`config.mk`:
```
export PLATFORM = sky130hd
export DESIGN_NAME = jtag_gpio_banks
export DESIGN_NICKNAME = d
export VERILOG_FILES = /design/src/rtl/jtag_gpio_banks.sv
export SDC_FILE = /design/constraint.sdc
export NUM_CORES = 1
export LEC_CHECK = 0
export CAP_MARGIN = 40
export CELL_PAD_IN_SITES_DETAIL_PLACEMENT = 1
export CELL_PAD_IN_SITES_GLOBAL_PLACEMENT = 2
export CORE_MARGIN = 4
export CORE_UTILIZATION = 29
export DETAILED_ROUTE_END_ITERATION = 10
export PLACE_DENSITY = 0.78
export SETUP_SLACK_MARGIN = 0.2
export SLEW_MARGIN = 15
export SYNTH_ARGS = -nofsm -noshare
export SYNTH_HDL_FRONTEND = slang
export SYNTH_SLANG_ARGS = --single-unit
```
`constraint.sdc`:
```
create_clock -name tck -period 2.2 [get_ports tck]
set_input_delay 0.33 -clock tck [delete_from_list [all_inputs] [get_ports tck]]
set_output_delay 0.33 -clock tck [all_outputs]
set_load 0.005 [all_outputs]
```
`src/rtl/jtag_gpio_banks.sv`:
```
// jtag_gpio_banks: IEEE 1149.1 TAP controller that reaches banked GPIO
// output/enable shadow registers one bank at a time. SCAN_N picks the bank,
// and EXTEST/SAMPLE scan that bank's {enable, data} chain.
module jtag_gpio_banks #(
  parameter int          NR_BANKS       = 4,
  parameter int          GPIOS_PER_BANK = 8,
  parameter logic [31:0] IDCODE         = 32'h1000_0001,
  localparam int         N              = NR_BANKS * GPIOS_PER_BANK,
  localparam int         SW             = (NR_BANKS > 1) ? $clog2(NR_BANKS) : 1
) (
  input  logic         tck,
  input  logic         reset_,
  input  logic         tms,
  input  logic         tdi,
  output logic         tdo,
  output logic         tdo_oe,
  input  logic [N-1:0] gpio_inputs,
  output logic [N-1:0] gpio_outputs,
  output logic [N-1:0] gpio_outputs_ena
);

  localparam int G  = GPIOS_PER_BANK;
  localparam int CW = 2 * G;

  localparam logic [3:0] OP_EXTEST  = 4'h0;
  localparam logic [3:0] OP_SAMPLE  = 4'h1;
  localparam logic [3:0] OP_SCAN_N  = 4'h2;
  localparam logic [3:0] OP_IDCODE  = 4'hE;
  localparam logic [3:0] IR_CAPTURE = 4'b0101;

  typedef enum logic [3:0] {
    S_TEST_LOGIC_RESET, S_RUN_TEST_IDLE,
    S_SELECT_DR, S_CAPTURE_DR, S_SHIFT_DR, S_EXIT1_DR, S_PAUSE_DR, S_EXIT2_DR, S_UPDATE_DR,
    S_SELECT_IR, S_CAPTURE_IR, S_SHIFT_IR, S_EXIT1_IR, S_PAUSE_IR, S_EXIT2_IR, S_UPDATE_IR
  } tap_state_t;

  tap_state_t state_reg, state_next;

  // TAP phase strobes decoded from the current state
  logic capture_ir, shift_ir, update_ir;
  logic capture_dr, shift_dr, update_dr;
  logic enter_tlr;

  // instruction and data registers
  logic [3:0]    ir_reg, ir_shift_reg;
  logic          bypass_reg;
  logic [31:0]   idcode_shift_reg;
  logic [SW-1:0] scan_shift_reg, bank_sel_reg;
  logic [CW-1:0] chain_reg;

  // instruction decode and selected-bank views
  logic          sel_extest, sel_sample, sel_scan_n, sel_idcode, sel_bypass;
  logic [G-1:0]  sel_inputs, sel_ena;
  logic          tdo_next;

  // TAP state register
  always_ff @(posedge tck or negedge reset_) begin
    if (!reset_) state_reg <= S_TEST_LOGIC_RESET;
    else         state_reg <= state_next;
  end

  // standard 1149.1 TMS transition table
  always_comb begin
    state_next = state_reg;
    case (state_reg)
      S_TEST_LOGIC_RESET: state_next = tms ? S_TEST_LOGIC_RESET : S_RUN_TEST_IDLE;
      S_RUN_TEST_IDLE:    state_next = tms ? S_SELECT_DR : S_RUN_TEST_IDLE;
      S_SELECT_DR:        state_next = tms ? S_SELECT_IR : S_CAPTURE_DR;
      S_CAPTURE_DR:       state_next = tms ? S_EXIT1_DR : S_SHIFT_DR;
      S_SHIFT_DR:         state_next = tms ? S_EXIT1_DR : S_SHIFT_DR;
      S_EXIT1_DR:         state_next = tms ? S_UPDATE_DR : S_PAUSE_DR;
      S_PAUSE_DR:         state_next = tms ? S_EXIT2_DR : S_PAUSE_DR;
      S_EXIT2_DR:         state_next = tms ? S_UPDATE_DR : S_SHIFT_DR;
      S_UPDATE_DR:        state_next = tms ? S_SELECT_DR : S_RUN_TEST_IDLE;
      S_SELECT_IR:        state_next = tms ? S_TEST_LOGIC_RESET : S_CAPTURE_IR;
      S_CAPTURE_IR:       state_next = tms ? S_EXIT1_IR : S_SHIFT_IR;
      S_SHIFT_IR:         state_next = tms ? S_EXIT1_IR : S_SHIFT_IR;
      S_EXIT1_IR:         state_next = tms ? S_UPDATE_IR : S_PAUSE_IR;
      S_PAUSE_IR:         state_next = tms ? S_EXIT2_IR : S_PAUSE_IR;
      S_EXIT2_IR:         state_next = tms ? S_UPDATE_IR : S_SHIFT_IR;
      S_UPDATE_IR:        state_next = tms ? S_SELECT_DR : S_RUN_TEST_IDLE;
      default:            state_next = S_TEST_LOGIC_RESET;
    endcase
  end

  // per-state strobes; enter_tlr fires on every edge that lands in Test-Logic-Reset
  always_comb begin
    capture_ir = (state_reg == S_CAPTURE_IR);
    shift_ir   = (state_reg == S_SHIFT_IR);
    update_ir  = (state_reg == S_UPDATE_IR);
    capture_dr = (state_reg == S_CAPTURE_DR);
    shift_dr   = (state_reg == S_SHIFT_DR);
    update_dr  = (state_reg == S_UPDATE_DR);
    tdo_oe     = shift_ir || shift_dr;
    enter_tlr  = (state_next == S_TEST_LOGIC_RESET);
  end

  // instruction decode; unassigned opcodes fall back to BYPASS
  always_comb begin
    sel_extest = 1'b0;
    sel_sample = 1'b0;
    sel_scan_n = 1'b0;
    sel_idcode = 1'b0;
    sel_bypass = 1'b0;
    case (ir_reg)
      OP_EXTEST: sel_extest = 1'b1;
      OP_SAMPLE: sel_sample = 1'b1;
      OP_SCAN_N: sel_scan_n = 1'b1;
      OP_IDCODE: sel_idcode = 1'b1;
      default:   sel_bypass = 1'b1;
    endcase
  end

  // instruction register: capture/shift path plus the live instruction
  always_ff @(posedge tck or negedge reset_) begin
    if (!reset_) begin
      ir_shift_reg <= '0;
      ir_reg       <= OP_IDCODE;
    end else begin
      if (capture_ir)    ir_shift_reg <= IR_CAPTURE;
      else if (shift_ir) ir_shift_reg <= {tdi, ir_shift_reg[3:1]};
      if (enter_tlr)      ir_reg <= OP_IDCODE;
      else if (update_ir) ir_reg <= ir_shift_reg;
    end
  end

  // route the selected bank's pad inputs and enable shadow to the capture path
  always_comb begin
    sel_inputs = '0;
    sel_ena    = '0;
    for (int b = 0; b < NR_BANKS; b++) begin
      if (bank_sel_reg == SW'(b)) begin
        sel_inputs = gpio_inputs[b*G +: G];
        sel_ena    = gpio_outputs_ena[b*G +: G];
      end
    end
  end

  // data registers: only the one chosen by the instruction captures or shifts
  always_ff @(posedge tck or negedge reset_) begin
    if (!reset_) begin
      bypass_reg       <= 1'b0;
      idcode_shift_reg <= '0;
      scan_shift_reg   <= '0;
      chain_reg        <= '0;
    end else if (capture_dr) begin
      bypass_reg <= 1'b0;
      if (sel_idcode) idcode_shift_reg <= IDCODE;
      if (sel_scan_n) scan_shift_reg <= bank_sel_reg;
      if (sel_extest || sel_sample) chain_reg <= {sel_ena, sel_inputs};
    end else if (shift_dr) begin
      if (sel_bypass) bypass_reg <= tdi;
      if (sel_idcode) idcode_shift_reg <= {tdi, idcode_shift_reg[31:1]};
      // shift form works even when the register is a single bit wide
      if (sel_scan_n) scan_shift_reg <= (scan_shift_reg >> 1) | (SW'(tdi) << (SW - 1));
      if (sel_extest || sel_sample) chain_reg <= {tdi, chain_reg[CW-1:1]};
    end
  end

  // bank select: out-of-range SCAN_N writes are dropped
  always_ff @(posedge tck or negedge reset_) begin
    if (!reset_)
      bank_sel_reg <= '0;
    else if (enter_tlr)
      bank_sel_reg <= '0;
    else if (update_dr && sel_scan_n && (int'(scan_shift_reg) < NR_BANKS))
      bank_sel_reg <= scan_shift_reg;
  end

  // per-bank shadows; pins are driven straight from these flops
  for (genvar gi = 0; gi < NR_BANKS; gi++) begin : g_bank
    logic [G-1:0] out_shadow_reg;
    logic [G-1:0] ena_shadow_reg;
    logic         bank_write;

    assign bank_write = update_dr && sel_extest && (bank_sel_reg == SW'(gi));

    // EXTEST update loads this bank; Test-Logic-Reset drops enables but keeps data
    always_ff @(posedge tck or negedge reset_) begin
      if (!reset_) begin
        out_shadow_reg <= '0;
        ena_shadow_reg <= '0;
      end else if (enter_tlr) begin
        ena_shadow_reg <= '0;
      end else if (bank_write) begin
        out_shadow_reg <= chain_reg[G-1:0];
        ena_shadow_reg <= chain_reg[CW-1:G];
      end
    end

    assign gpio_outputs[gi*G +: G]     = out_shadow_reg;
    assign gpio_outputs_ena[gi*G +: G] = ena_shadow_reg;
  end

  // LSB of whichever register is currently shifting
  always_comb begin
    tdo_next = bypass_reg;
    if (shift_ir)                      tdo_next = ir_shift_reg[0];
    else if (sel_extest || sel_sample) tdo_next = chain_reg[0];
    else if (sel_scan_n)               tdo_next = scan_shift_reg[0];
    else if (sel_idcode)               tdo_next = idcode_shift_reg[0];
  end

  // tdo launches on the falling edge and holds outside the shift states
  always_ff @(negedge tck or negedge reset_) begin
    if (!reset_)                  tdo <= 1'b0;
    else if (shift_ir || shift_dr) tdo <= tdo_next;
  end

endmodule

```
==> results of run 1 <==
==> cells by family (layout without fill, tap and decap cells) <==
logic type / Yosys count / after routing / share of synthesized area
AOI/OAI and AO/OA: 111 / 111 / 0.106
xor gates and xnor gates: 1 / 1 / 0.00148
buffers and inverters: 48 / 217 / 0.0352
DFF: 130 / 130 / 0.552
muxes: 20 / 20 / 0.0679
and+or+nand+nor: 338 / 338 / 0.237
==> path summary, 6_finish.rpt <==
path / startpoint / end / slack (ns)
setup reg to reg: ir_reg[2]$_DFFE_PN1P_ / tdo$_DFFE_NN0P_ / -0.26
min in group tck: g_bank[1].out_shadow_reg[0]$_DFFE_PN0P_ / g_bank[1].out_shadow_reg[0]$_DFFE_PN0P_ / 0.47
max in group asynchronous: reset_ / tdo$_DFFE_NN0P_ / 1.34
setup / recovery: ir_reg[2]$_DFFE_PN1P_ / tdo$_DFFE_NN0P_ / -0.26
hold / removal: reset_ / g_bank[1].ena_shadow_reg[4]$_DFFE_PN0P_ / 0.05
hold reg to reg: g_bank[1].out_shadow_reg[0]$_DFFE_PN0P_ / g_bank[1].out_shadow_reg[0]$_DFFE_PN0P_ / 0.47
==> stage by stage <==
stage	instance area (um2)	TNS [ns]	hold slack, ns
after global placement	7540	-0.945	0.456
after CTS	8380	-1.10	0.113
final	9050	-0.694	0.0450
after floorplan	5920	-0.121	0.0344
after global routing	9050	-3.82	0.121
after detailed placement	7540	-6.10	0.460
==> routing by layer <==
layer,part of all wire,up-vias,global-route usage
met5,0,-,0
met1,0.43,2733,0.214
met3,0.048,29,0.0391
li1,-,2481,-
met4,0.019,0,0.0567
met2,0.51,119,0.290
==> cells in the final DEF, fill, tap and decap left out, types with 9 or more instances in the layout <==
cell and instances:
mux4_2 16, clkbuf_16 20, nand2_4 24, clkdlybuf4s50_1 99
dfrtp_1 125, o21ai_0 19, a31oi_1 19, nand2_1 199
nand2_2 45, buf_6 28, buf_12 9, o21ai_2 21
o21ai_1 32, buf_4 36, nor2_1 27
==> power by group through the flow <==
stage                     sequential, mW  combinational (mW)  clock (mW)
after detailed placement            2.95                2.04           0
after CTS                           2.92                2.14        2.76
after floorplan                     2.89                1.15           0
after global placement              2.93                1.96           0
after global routing                2.98                3.34        2.88
final                               2.94                3.09        2.72
==> critical path, cell delays in order, from the launching register on <==
cell and delay (ns):
dfstp_2 0.58, nor2b_1 0.08, a221oi_2 0.20, a21oi_1 0.08, o22ai_2 0.15, o21ai_1 0.07
==> what timing repair did <==
item | 4_1_cts | 5_1_grt
pin swaps | 18 | 39
cloned | 3 | 7
gates resized for setup | 99 | 138
endpoints found under the setup margin | 82 | 105
setup buffers | 4 | 14
==> cell type report <==
cell class / instances / area, um2
multi-input combinational: 470 / 2950
inverter: 4 / 18.8
tap: 265 / 332
fill: 2152 / 10700
timing repair buffer: 181 / 1940
sequential: 130 / 3260
clock inverter: 15 / 134
clock buffer: 17 / 425
==> results.py, run 1 <==
metrics = {
    "drt": {
        "vias": 5362,
        "dr.pass1.iters": 4,
        "ant_nets": 0,
        "vias_per_cell": 4.96,
        "wl_per_cell_um": 19.1,
        "drtIter0Drc": 265,
        "wirelength_mm": 20.7,
        "drc": 0,
    },
    "power_and_ir_drop": {
        "p_leak_nw": 3.97,
        "power.density_nw_per_um2": 967,
        "p_clk_frac": 0.311,
        "sw_frac_of_total": 0.350,
        "p_total_mw": 8.76,
        "p_int_mw": 5.69,
        "ir_drop_mv": 0.657,
        "sequentialPowerShare": 0.336,
        "p_comb_frac": 0.353,
        "switchingPower_mw": 3.06,
    },
    "logic_synthesis": {
        "synthesis.nets": 684,
        "yosys-top-cells-count": "268 x nand2_1, 126 x dfrtp_1, 70 x o21ai_0",
        "syn_area_per_cell_um2": 9.11,
        "synth-async-reset-ratio": 1.00,
        "synth_edf_count": 0,
        "syn_inst": 648,
        "synth.most_common_cell": "nand2_1",
        "yosysUniqueCellTypes": 43,
        "ys_seq_area_frac": 0.552,
        "synth-seq-cells": 130,
        "synth_area_leaders": "dfrtp_1 53%, nand2_1 17%, mux4_2 6.1%",
        "synth_area_leader_cell": "dfrtp_1",
        "synth_warnings": 0,
        "synthFlopType": "dfrtp_1",
        "synth_area_um2": 5900,
        "synth_top_cell_area_share": 0.534,
    },
    "die": {
        "pin_count": 102,
        "start_util": 0.299,
        "fp.dieH_um": 151,
        "core_um2": 19700,
        "die_w_um": 151,
        "rows": 51,
        "die-area_um2": 22700,
    },
    "sta": {
        "setup_ws_ns": -0.256,
        "skew_ns": 0.0296,
        "finalSetupViolations": 12,
        "worst_pin_slew_ns": 0.718,
        "maxSlewViolCount": 0,
        "rsz0062_at_grt": "true",
        "final-hold-violation-count": 0,
        "slew_headroom": 0.521,
    },
    "status": {
        "violations": "setup timing",
        "status": "finished with violations",
    },
    "clock_network": {
        "cts_max_level": 4,
        "postCtsHoldBufs": 0,
        "clk_pin_slew_ns": 0.06,
        "cts_buffers": 17,
        "cts_tree": "yes",
        "clkSinkCount": 130,
        "clk_path_buf_depth": 2,
        "cts_root_buffer": "clkbuf_16",
        "clock_latency_ns": 0.43,
    },
    "flow_run": {
        "maxCapViolations": 0,
    },
    "cells_and_area": {
        "utilization": 0.459,
        "layout-area-overhead-vs-synth_pct": 53.5,
        "final_nets": 840,
        "drive_above_1_share": 0.311,
        "fin_cells": 1082,
        "antenna-diode-count": 0,
    },
    "placement": {
        "gp_congestion": 0.811,
        "port_buffers": 101,
        "place_hpwl_mm": 12.6,
        "placed_cells": 1022,
        "pre_cts_ws_ns": -0.256,
    },
    "grt": {
        "grt_usage": 0.170,
        "grt_pass1_wl_mm": 29.8,
        "grt_pass1_vias": 5468,
        "grt_overflow": 0,
        "antenna_found_initial": 0,
        "grt_max_degree": 130,
    },
    "worst_setup_path": {
        "cp-start-kind": "flip-flop",
        "rr_worst_depth": 5,
        "path_class": "flip-flop to flip-flop",
        "required_ns": 1.34,
        "crit_arrival_ns": 1.60,
        "cp-end-kind": "flip-flop",
        "path_max_fanout": 6,
    },
    "worst_hold_path": {
        "hold_class": "primary input to async pin",
    },
}
Note: power is estimated with default switching activity, not from simulation.
==> run 2, diff against run 1 <==
--- a/config.mk
+++ b/config.mk
@@ -10,6 +10,7 @@
 export CELL_PAD_IN_SITES_GLOBAL_PLACEMENT = 2
 export CORE_MARGIN = 4
 export CORE_UTILIZATION = 29
+export CTS_CLUSTER_DIAMETER = 30
 export DETAILED_ROUTE_END_ITERATION = 10
 export PLACE_DENSITY = 0.78
 export SETUP_SLACK_MARGIN = 0.2
==> results of run 2 <==
Same layout as run 1: the final DEF is identical, and so are final timing and power.
